<file path="src/rtl/cache_arbiter_rr.sv">
// N-port L1-to-L2 bus arbiter: round-robin or fixed-priority grant held until mem_ready.
// Optional watchdog built only when CACHE_ARB_WATCHDOG_EN is defined.
package cache_arbiter_rr_pkg;
  typedef struct packed {
    logic [31:0] mem_addr;
    logic [31:0] mem_data_out;
    logic        mem_req_load;
    logic        mem_req_store;
  } mem_bus_req_t;

  typedef struct packed {
    logic [31:0] mem_data;
    logic        mem_ready;
  } mem_bus_resp_t;

  typedef enum logic [1:0] {
    ST_IDLE = 2'd0,
    ST_BUSY = 2'd1,
    ST_TURN = 2'd2
  } arb_state_t;
endpackage

// Handshake: a port is valid while load|store is high; it must hold addr/data/op
// stable until the cycle its resp_o.mem_ready is seen, and drop the request after.
module cache_arbiter_rr
  import cache_arbiter_rr_pkg::*;
#(
  parameter int NUM_PORTS      = 2,
  parameter int PRIO_MODE      = 0,
  parameter int TIMEOUT_CYCLES = 1024
) (
  input  logic                 clock,
  input  logic                 reset_n,
  input  mem_bus_req_t         req_i  [NUM_PORTS],
  output mem_bus_resp_t        resp_o [NUM_PORTS],
  output mem_bus_req_t         req,
  input  mem_bus_resp_t        resp,
  output logic [NUM_PORTS-1:0] grant_o,
  output logic                 busy_o,
  output logic                 timeout_o,
  output arb_state_t           fsm_state
);
  localparam int IW = $clog2(NUM_PORTS);

  arb_state_t            state;
  logic [IW-1:0]         last_grant;
  logic [IW-1:0]         winner;
  logic [IW-1:0]         cand;
  logic                  found;
  logic [NUM_PORTS-1:0]  active;

  assign fsm_state = state;

  for (genvar g = 0; g < NUM_PORTS; g++) begin : g_port
    assign active[g] = req_i[g].mem_req_load | req_i[g].mem_req_store;

    always_comb begin
      resp_o[g] = '0;
      if (state == ST_BUSY && last_grant == IW'(g)) resp_o[g] = resp;
    end
  end

  // Round-robin scans upward from the port after last_grant; fixed priority from port 0.
  always_comb begin
    winner = '0;
    found  = 1'b0;
    cand   = last_grant;
    if (PRIO_MODE != 0) begin
      for (int k = 0; k < NUM_PORTS; k++) begin
        if (!found && active[IW'(k)]) begin
          winner = IW'(k);
          found  = 1'b1;
        end
      end
    end else begin
      for (int k = 0; k < NUM_PORTS; k++) begin
        cand = (cand == IW'(NUM_PORTS - 1)) ? '0 : cand + 1'b1;
        if (!found && active[cand]) begin
          winner = cand;
          found  = 1'b1;
        end
      end
    end
  end

  always_comb begin
    req = '0;
    if (state == ST_BUSY) req = req_i[last_grant];
  end

  always_ff @(posedge clock or negedge reset_n) begin
    if (!reset_n) begin
      state      <= ST_IDLE;
      grant_o    <= '0;
      busy_o     <= 1'b0;
      last_grant <= IW'(NUM_PORTS - 1);
    end else begin
      case (state)
        ST_IDLE: begin
          if (found) begin
            state      <= ST_BUSY;
            busy_o     <= 1'b1;
            grant_o    <= {{(NUM_PORTS-1){1'b0}}, 1'b1} << winner;
            last_grant <= winner;
          end
        end
        ST_BUSY: begin
          if (resp.mem_ready) begin
            state   <= ST_TURN;
            busy_o  <= 1'b0;
            grant_o <= '0;
          end
        end
        ST_TURN: state <= ST_IDLE;
        default: begin
          state   <= ST_IDLE;
          busy_o  <= 1'b0;
          grant_o <= '0;
        end
      endcase
    end
  end

`ifdef CACHE_ARB_WATCHDOG_EN
  localparam int WW = $clog2(TIMEOUT_CYCLES + 1);
  logic [WW-1:0] wd_cnt;

  // Counter saturates at the limit; the FSM keeps waiting for L2 after the flag rises.
  always_ff @(posedge clock or negedge reset_n) begin
    if (!reset_n) begin
      wd_cnt    <= '0;
      timeout_o <= 1'b0;
    end else if (state != ST_BUSY) begin
      wd_cnt <= '0;
    end else if (!resp.mem_ready && wd_cnt != WW'(TIMEOUT_CYCLES)) begin
      wd_cnt <= wd_cnt + 1'b1;
      if (wd_cnt == WW'(TIMEOUT_CYCLES - 1)) timeout_o <= 1'b1;
    end
  end

  a_watchdog : assert property (@(posedge clock) disable iff (!reset_n)
    !(state == ST_BUSY && !resp.mem_ready && wd_cnt == WW'(TIMEOUT_CYCLES - 1)))
    else $error("L2 watchdog expired: port %0d addr %h", last_grant, req.mem_addr);
`else
  assign timeout_o = 1'b0;
`endif

  a_grant_onehot : assert property (@(posedge clock) disable iff (!reset_n)
    $onehot0(grant_o))
    else $fatal(1, "grant_o not one-hot: %b", grant_o);

  a_hold_request : assert property (@(posedge clock) disable iff (!reset_n)
    (state == ST_BUSY) |-> active[last_grant])
    else $error("port %0d dropped its request while granted", last_grant);
endmodule

</file>
<file path="config.mk">
export PLATFORM = sky130hd
export DESIGN_NAME = cache_arbiter_rr
export DESIGN_NICKNAME = d
export VERILOG_FILES = /design/src/rtl/cache_arbiter_rr.sv
export SDC_FILE = /design/constraint.sdc
export NUM_CORES = 1
export LEC_CHECK = 0
export CORE_AREA = 2 2 117 119
export DETAILED_ROUTE_END_ITERATION = 8
export DIE_AREA = 0 0 119 121
export GPL_TIMING_DRIVEN = 0
export PLACE_DENSITY = 0.64
export SLEW_MARGIN = 20
export SYNTH_ARGS = -nofsm -noshare
export SYNTH_HDL_FRONTEND = slang
export SYNTH_SLANG_ARGS = --single-unit
</file>
<file path="constraint.sdc">
create_clock -name clock -period 2.21 [get_ports clock]
set_clock_uncertainty 0.1 [all_clocks]
set_input_delay 0.442 -clock clock [delete_from_list [all_inputs] [get_ports clock]]
set_output_delay 0.442 -clock clock [all_outputs]
set_load 0.005 [all_outputs]
</file>
==> results.cfg, run 1 <==
[outcome]
status = complete, but fails checks
violations = negative setup slack

[clock_network]
tritoncts = done
cts_root_buf = clkbuf_16
clkTransAtPathRegs_ns = 0.04
cts_buffers = 3
numClockSinks = 6
clk_latency_ns = 0.23
h-tree-depth = 1
clockBufferDepth = 2
cts_hold_buf = 0

[yosys]
synthSimpleGateAreaFrac_pct = 34.4
netlist_area_um2 = 1440
synthMuxAreaShare_pct = 0
syn_avg_cell_area_um2 = 7.65
netlist_instances = 188
synth_compound_area_share_pct = 44.6
synth_top_family_by_area = compound AO/OA/AOI/OAI gates
synth.distinct_cells = 25
synth_seq_area_share_pct = 10.5
synth_xor_area_share_pct = 0
synth_seq_cells = 6
yosysWarnings = 0
synthAdderAreaFrac_pct = 0
synth_nets = 355

[route]
initialDrtViolationCount = 72
remaining_drc_errors = 0
via_per_inst = 4.14
vias = 3043
wl_met2_um = 7260
drt-pass1-iter-count = 4
top_layer = met4
wl_per_cell_um = 18.6
ant_nets = 0
wl_met1_um = 5360
routed-wl-met3_um = 834
routed_wirelength_um = 13700

[grt]
antenna_found_initial = 3
grt_use_total_pct = 17.3
grt_overflow = 0
grt_max_degree = 11
grt_pass1_vias = 3181
grt_pass1_wl_um = 19500

[pwr]
p_per_area_nw_per_um2 = 802
ir_drop_mv = 0.527
p_leak_nw = 2.56
total_power_w = 0.00423

[timing]
min_period_ns = 2.31
hold_viol_final = 0
slew_viol_final = 0
timing.fmax_mhz = 434
rsz0062_at_grt = true
setup_violations = 51
tns_ns = -1.93
period_share_pct = 104
fin_ws_ns = -0.0957

[cells_and_area]
drive_gt1_share_pct = 44.6
fin_nets = 724
multi_input_area_um2 = 1220
area_growth_pct = 267
fillers = 1299
final-seq-area_um2 = 153
final_core_util_pct = 40.3

[place]
gp_congestion = 0.886
io_buffers = 303
hpwl_um = 10700
dp_slack_ns = -0.339

[critical_path]
critPathMostFrequentCell = buf_6
worstPathMaxFanout = 5
critPathSlowestCell = dfstp_2
critical_path_class = register to primary output
required_ns = 1.67
crit_buf_inv = 6
arrival_ns = 1.76
critPathMaxStageDelay_ns = 0.55
start_kind = register
critPathTopFamily = buffers and inverters
crit_chain = buf_6 > nor3b_4 > buf_6 > buf_6 > buf_6 > buf_6 > a22o_1 > buf_2
endpoint_kind = primary output

[die]
die_area_um2 = 14400
die_width_um = 119
die_h_um = 121
initial_core_util_pct = 11.0
io_pins = 305
fp-row-count = 42
core_um2 = 13100

[hold_path]
hold_path_class = input pin to asynchronous set/reset pin

[job]
maxCapViolCount = 0
sequential cells by signal, summed over array words and instances (netlist names):
register	cells
grant_o	2
fsm_state	2
last_grant	1
busy_o	1
per-stage QoR:
stage / hold WS [ns] / instance area [µm²] / instances
global route: 0.380 / 5280 / 735
CTS: 0.364 / 5300 / 733
finish: 0.365 / 5280 / 735
detailed placement: 0.388 / 4690 / 667
floorplan: 0.0464 / 1440 / 188
global placement: 0.382 / 4690 / 667
synthesized netlist by cell type (all sizes together):
cell	count	share of area (%)
a211o	1	0.61
a211oi	1	0.52
a21o	1	0.52
a21oi	1	0.35
a22o	66	40
a31oi	1	0.44
and2	66	29
and3	3	1.3
and3b	2	1.2
buf	19	8.4
clkbuf	5	1.3
conb	1	0.26
dfrtp	5	8.7
dfstp	1	1.8
inv	2	0.52
nand2	3	0.78
nor2	4	1.0
nor3b	1	0.52
o21ai	2	0.70
o221ai	1	0.61
o311ai	1	0.61
or4	1	0.78
layer usage:
metal / vias up / GRT usage (%)
li1: 1441 / -
met1: 1437 / 20.3
met2: 151 / 32.4
met3: 14 / 3.24
met4: 0 / 4.32
met5: - / 0
worst paths after layout:
| path | cells past startpoint | startpoint | end | slack [ns] |
|---|---|---|---|---|
| worst max-delay path | 8 | last_grant$_DFFE_PN1P_ | req[40] | -0.1 |
| worst min-delay path | 1 | reset_n | busy_o$_DFFE_PN0P_ | 0.36 |
| worst max register to register | 4 | last_grant$_DFFE_PN1P_ | grant_o[1]$_DFFE_PN0P_ | 0.81 |
| worst min register to register | 2 | busy_o$_DFFE_PN0P_ | busy_o$_DFFE_PN0P_ | 0.39 |
| max in group asynchronous | 1 | reset_n | last_grant$_DFFE_PN1P_ | 1.36 |
| min in group clock | 2 | busy_o$_DFFE_PN0P_ | busy_o$_DFFE_PN0P_ | 0.39 |
cells in the final DEF, fill, tap and decap left out, drive strengths merged, types with 3 or more instances in the layout:
| cell type | count |
|---|---|
| clkbuf | 8 |
| and2 | 66 |
| clkdlybuf4s50 | 171 |
| buf | 205 |
| nor2 | 4 |
| diode | 3 |
| nand2 | 3 |
| dfrtp | 5 |
| and3 | 3 |
| a22o | 66 |
| clkdlybuf4s15 | 7 |
area by class of cell:
class,count,area share (%)
multi-input combinational,156,23.2
tap,176,4.17
inverter,2,0.142
antenna,3,0.142
timing repair buffer,367,62.8
clock buffer,4,1.49
sequential,6,2.89
buffer,21,5.17
power by group:
| group | switching, W | total [W] | internal, W |
|---|---|---|---|
| logic | 0.00136 | 0.00373 | 0.00237 |
| registers | 0.0000372 | 0.000192 | 0.000154 |
| clock network | 0.0000731 | 0.000314 | 0.000240 |
| total | 0.00147 | 0.00423 | 0.00276 |
repair_timing:
action | CTS | global route
hold endpoints to repair | 0 | 0
pin swaps | 76 | 22
endpoints found under the setup margin | 132 | 124
resized for setup | 646 | 31
setup buffers | 52 | 10
gates cloned | 10 | 0
cell families after synthesis:
kind of cell | Yosys count
other cells | 1
buf+inv | 26
compound gates | 75
simple gates | 80
flops | 6
Note: power is estimated with default switching activity, not from simulation.
==> run 2: changes to the inputs <==
--- a/config.mk
+++ b/config.mk
@@ -6,11 +6,14 @@
 export NUM_CORES = 1
 export LEC_CHECK = 0
 export CORE_AREA = 2 2 117 119
+export CTS_CLUSTER_SIZE = 28
 export DETAILED_ROUTE_END_ITERATION = 8
 export DIE_AREA = 0 0 119 121
 export GPL_TIMING_DRIVEN = 0
 export PLACE_DENSITY = 0.64
+export SETUP_SLACK_MARGIN = 0.02
 export SLEW_MARGIN = 20
 export SYNTH_ARGS = -nofsm -noshare
 export SYNTH_HDL_FRONTEND = slang
 export SYNTH_SLANG_ARGS = --single-unit
+export TNS_END_PERCENT = 5
==> run 2 against run 1 <==
  * Cell area decreased by 3.7%
  * Clock power decreased by 2%
  * Global-route usage decreased by 0.65 points
  * Worst hold slack got worse by 0.0032 ns
  * Setup slack got worse by 0.029 ns
  * Wire length decreased by 3.2%
  * Combinational power decreased by 5.6%
  * Largest power group unchanged
  * Power decreased by 5.0%
  * Clock-buffer cell count unchanged
  * Largest cell class unchanged
  * Sequential share of layout area increased by 0.11 points
  * Fmax decreased by 1.2%
  * Final cell count decreased by 1.4%
  * The run still ends with negative setup slack left
==> results.cfg, run 2 (synthesized netlist as in run 1, its figures left out) <==
[timing]
rsz0062_at_grt = true
hold_viol_final = 0
min_period_ns = 2.33
timing.fmax_mhz = 428
fin_ws_ns = -0.125
slew_viol_final = 0
setup_violations = 69
period_share_pct = 106

[route]
drt-pass1-iter-count = 4
wl_per_cell_um = 18.2
ant_nets = 0
routed_wirelength_um = 13200
via_per_inst = 4.14
remaining_drc_errors = 0
vias = 3004
initialDrtViolationCount = 53

[cells_and_area]
area_growth_pct = 253
final_core_util_pct = 38.8
drive_gt1_share_pct = 41.7
finalInstanceArea_um2 = 5080
fillers = 1316
final_common_cell = clkdlybuf4s50_1
layout_common_cells = 171 x clkdlybuf4s50_1, 112 x buf_2, 66 x a22o_1, 54 x and2_1, 50 x buf_6
fin_nets = 713

[place]
io_buffers = 303
hpwl_um = 10700
gp_congestion = 0.886
dpl_cell_area_um2 = 4690

[die]
die_area_um2 = 14400
io_pins = 305
fp-row-count = 42
die_h_um = 121
core_um2 = 13100
die_width_um = 119
initial_core_util_pct = 11.0

[clock_network]
h-tree-depth = 1
clk_latency_ns = 0.23
clkTransAtPathRegs_ns = 0.04
clockBufferDepth = 2
numClockSinks = 6
cts_root_buf = clkbuf_16
cts_hold_buf = 0
cts_buffers = 3
tritoncts = done

[grt]
grt_max_degree = 11
grt_use_total_pct = 16.7
grt_overflow = 0
grt_pass1_wl_um = 18700
grt_pass1_vias = 3076
antenna_found_initial = 4

[critical_path]
critPathSlowestCell = dfstp_2
critPathMostFrequentCell = buf_6
critical_path_class = register to primary output
endpoint_kind = primary output
crit_chain = buf_6 > nor3b_4 > buf_6 > buf_6 > buf_6 > buf_6 > a22o_1 > buf_2
start_kind = register
arrival_ns = 1.79
critPathMaxStageDelay_ns = 0.37
required_ns = 1.67
worstPathMaxFanout = 5

[outcome]
violations = negative setup slack
status = complete, but fails checks

[pwr]
total_power_w = 0.00402
p_leak_nw = 2.47
ir_drop_mv = 0.514
p_per_area_nw_per_um2 = 791

[hold_path]
hold_path_class = input pin to asynchronous set/reset pin

[job]
maxCapViolCount = 0
run 2: cell count changes in the layout (fill, tap and decap cells not counted), moves of 5 or more:
cell	previous run	this run
buf_6	75	50
and2_1	38	54
and2_4	28	12
buf_2	97	112
clkdlybuf4s15_2	2	10
clkdlybuf4s15_1	5	0
run 2: metrics by stage:
stage / hold slack [ns] / setup TNS [ns] / cells / worst slack [ns]
6_report: 0.362 / -4.09 / 725 / -0.125
3_5_place_dp: 0.388 / -31.27 / 667 / -0.339
4_1_cts: 0.364 / -6.89 / 719 / -0.173
3_3_place_gp: 0.382 / -29.22 / 667 / -0.321
5_1_grt: 0.376 / -8.92 / 725 / -0.192
2_1_floorplan: 0.0464 / 0 / 188 / 0.454
run 2: worst paths after layout:
check | start | endpoint | slack, ns | depth (start not counted)
worst min-delay path | reset_n | busy_o$_DFFE_PN0P_ | 0.36 | 1
worst max-delay path | last_grant$_DFFE_PN1P_ | req[55] | -0.12 | 8
min in group clock | busy_o$_DFFE_PN0P_ | busy_o$_DFFE_PN0P_ | 0.39 | 2
worst min register to register | busy_o$_DFFE_PN0P_ | busy_o$_DFFE_PN0P_ | 0.39 | 2
worst max register to register | last_grant$_DFFE_PN1P_ | grant_o[1]$_DFFE_PN0P_ | 0.81 | 4
max in group asynchronous | reset_n | last_grant$_DFFE_PN1P_ | 1.37 | 1
run 2: cell type report:
class	instances	area, µm²	share of cell area, %
antenna	4	10.0	0.197
buffer	24	317	6.23
clock buffer	4	78.8	1.55
inverter	2	7.51	0.148
multi-input combinational	156	1180	23.3
sequential	6	153	3.00
tap	176	220	4.33
timing repair buffer	353	3110	61.2
run 2: power breakdown:
group          switching, W  internal (W)
registers         0.0000355      0.000154
logic               0.00130       0.00222
clock network     0.0000691      0.000240
total               0.00141       0.00261
run 2: what timing repair did:
| action | 4_1_cts | 5_1_grt |
|---|---|---|
| cloned | 8 | 0 |
| endpoints found under the hold margin | 0 | 0 |
| setup endpoints to repair | 132 | 116 |
| resized for setup | 616 | 20 |
| setup buffers | 40 | 2 |
| pin swaps | 64 | 15 |
run 2: routing by layer:
metal / GRT usage (%) / vias up / wire length (µm)
met5: 0 / - / 0
met4: 5.36 / 0 / 221
met3: 3.24 / 14 / 796
met2: 30.4 / 153 / 6910
met1: 19.6 / 1412 / 5300
li1: - / 1425 / -
run 2: critical path: cells and delay by family, from the launching register on:
kind                   cells  cell delay, ns
DFF                        1            0.37
and+or+nand+nor            1            0.29
buffers and inverters      6            0.76
AOI/OAI and AO/OA          1            0.13
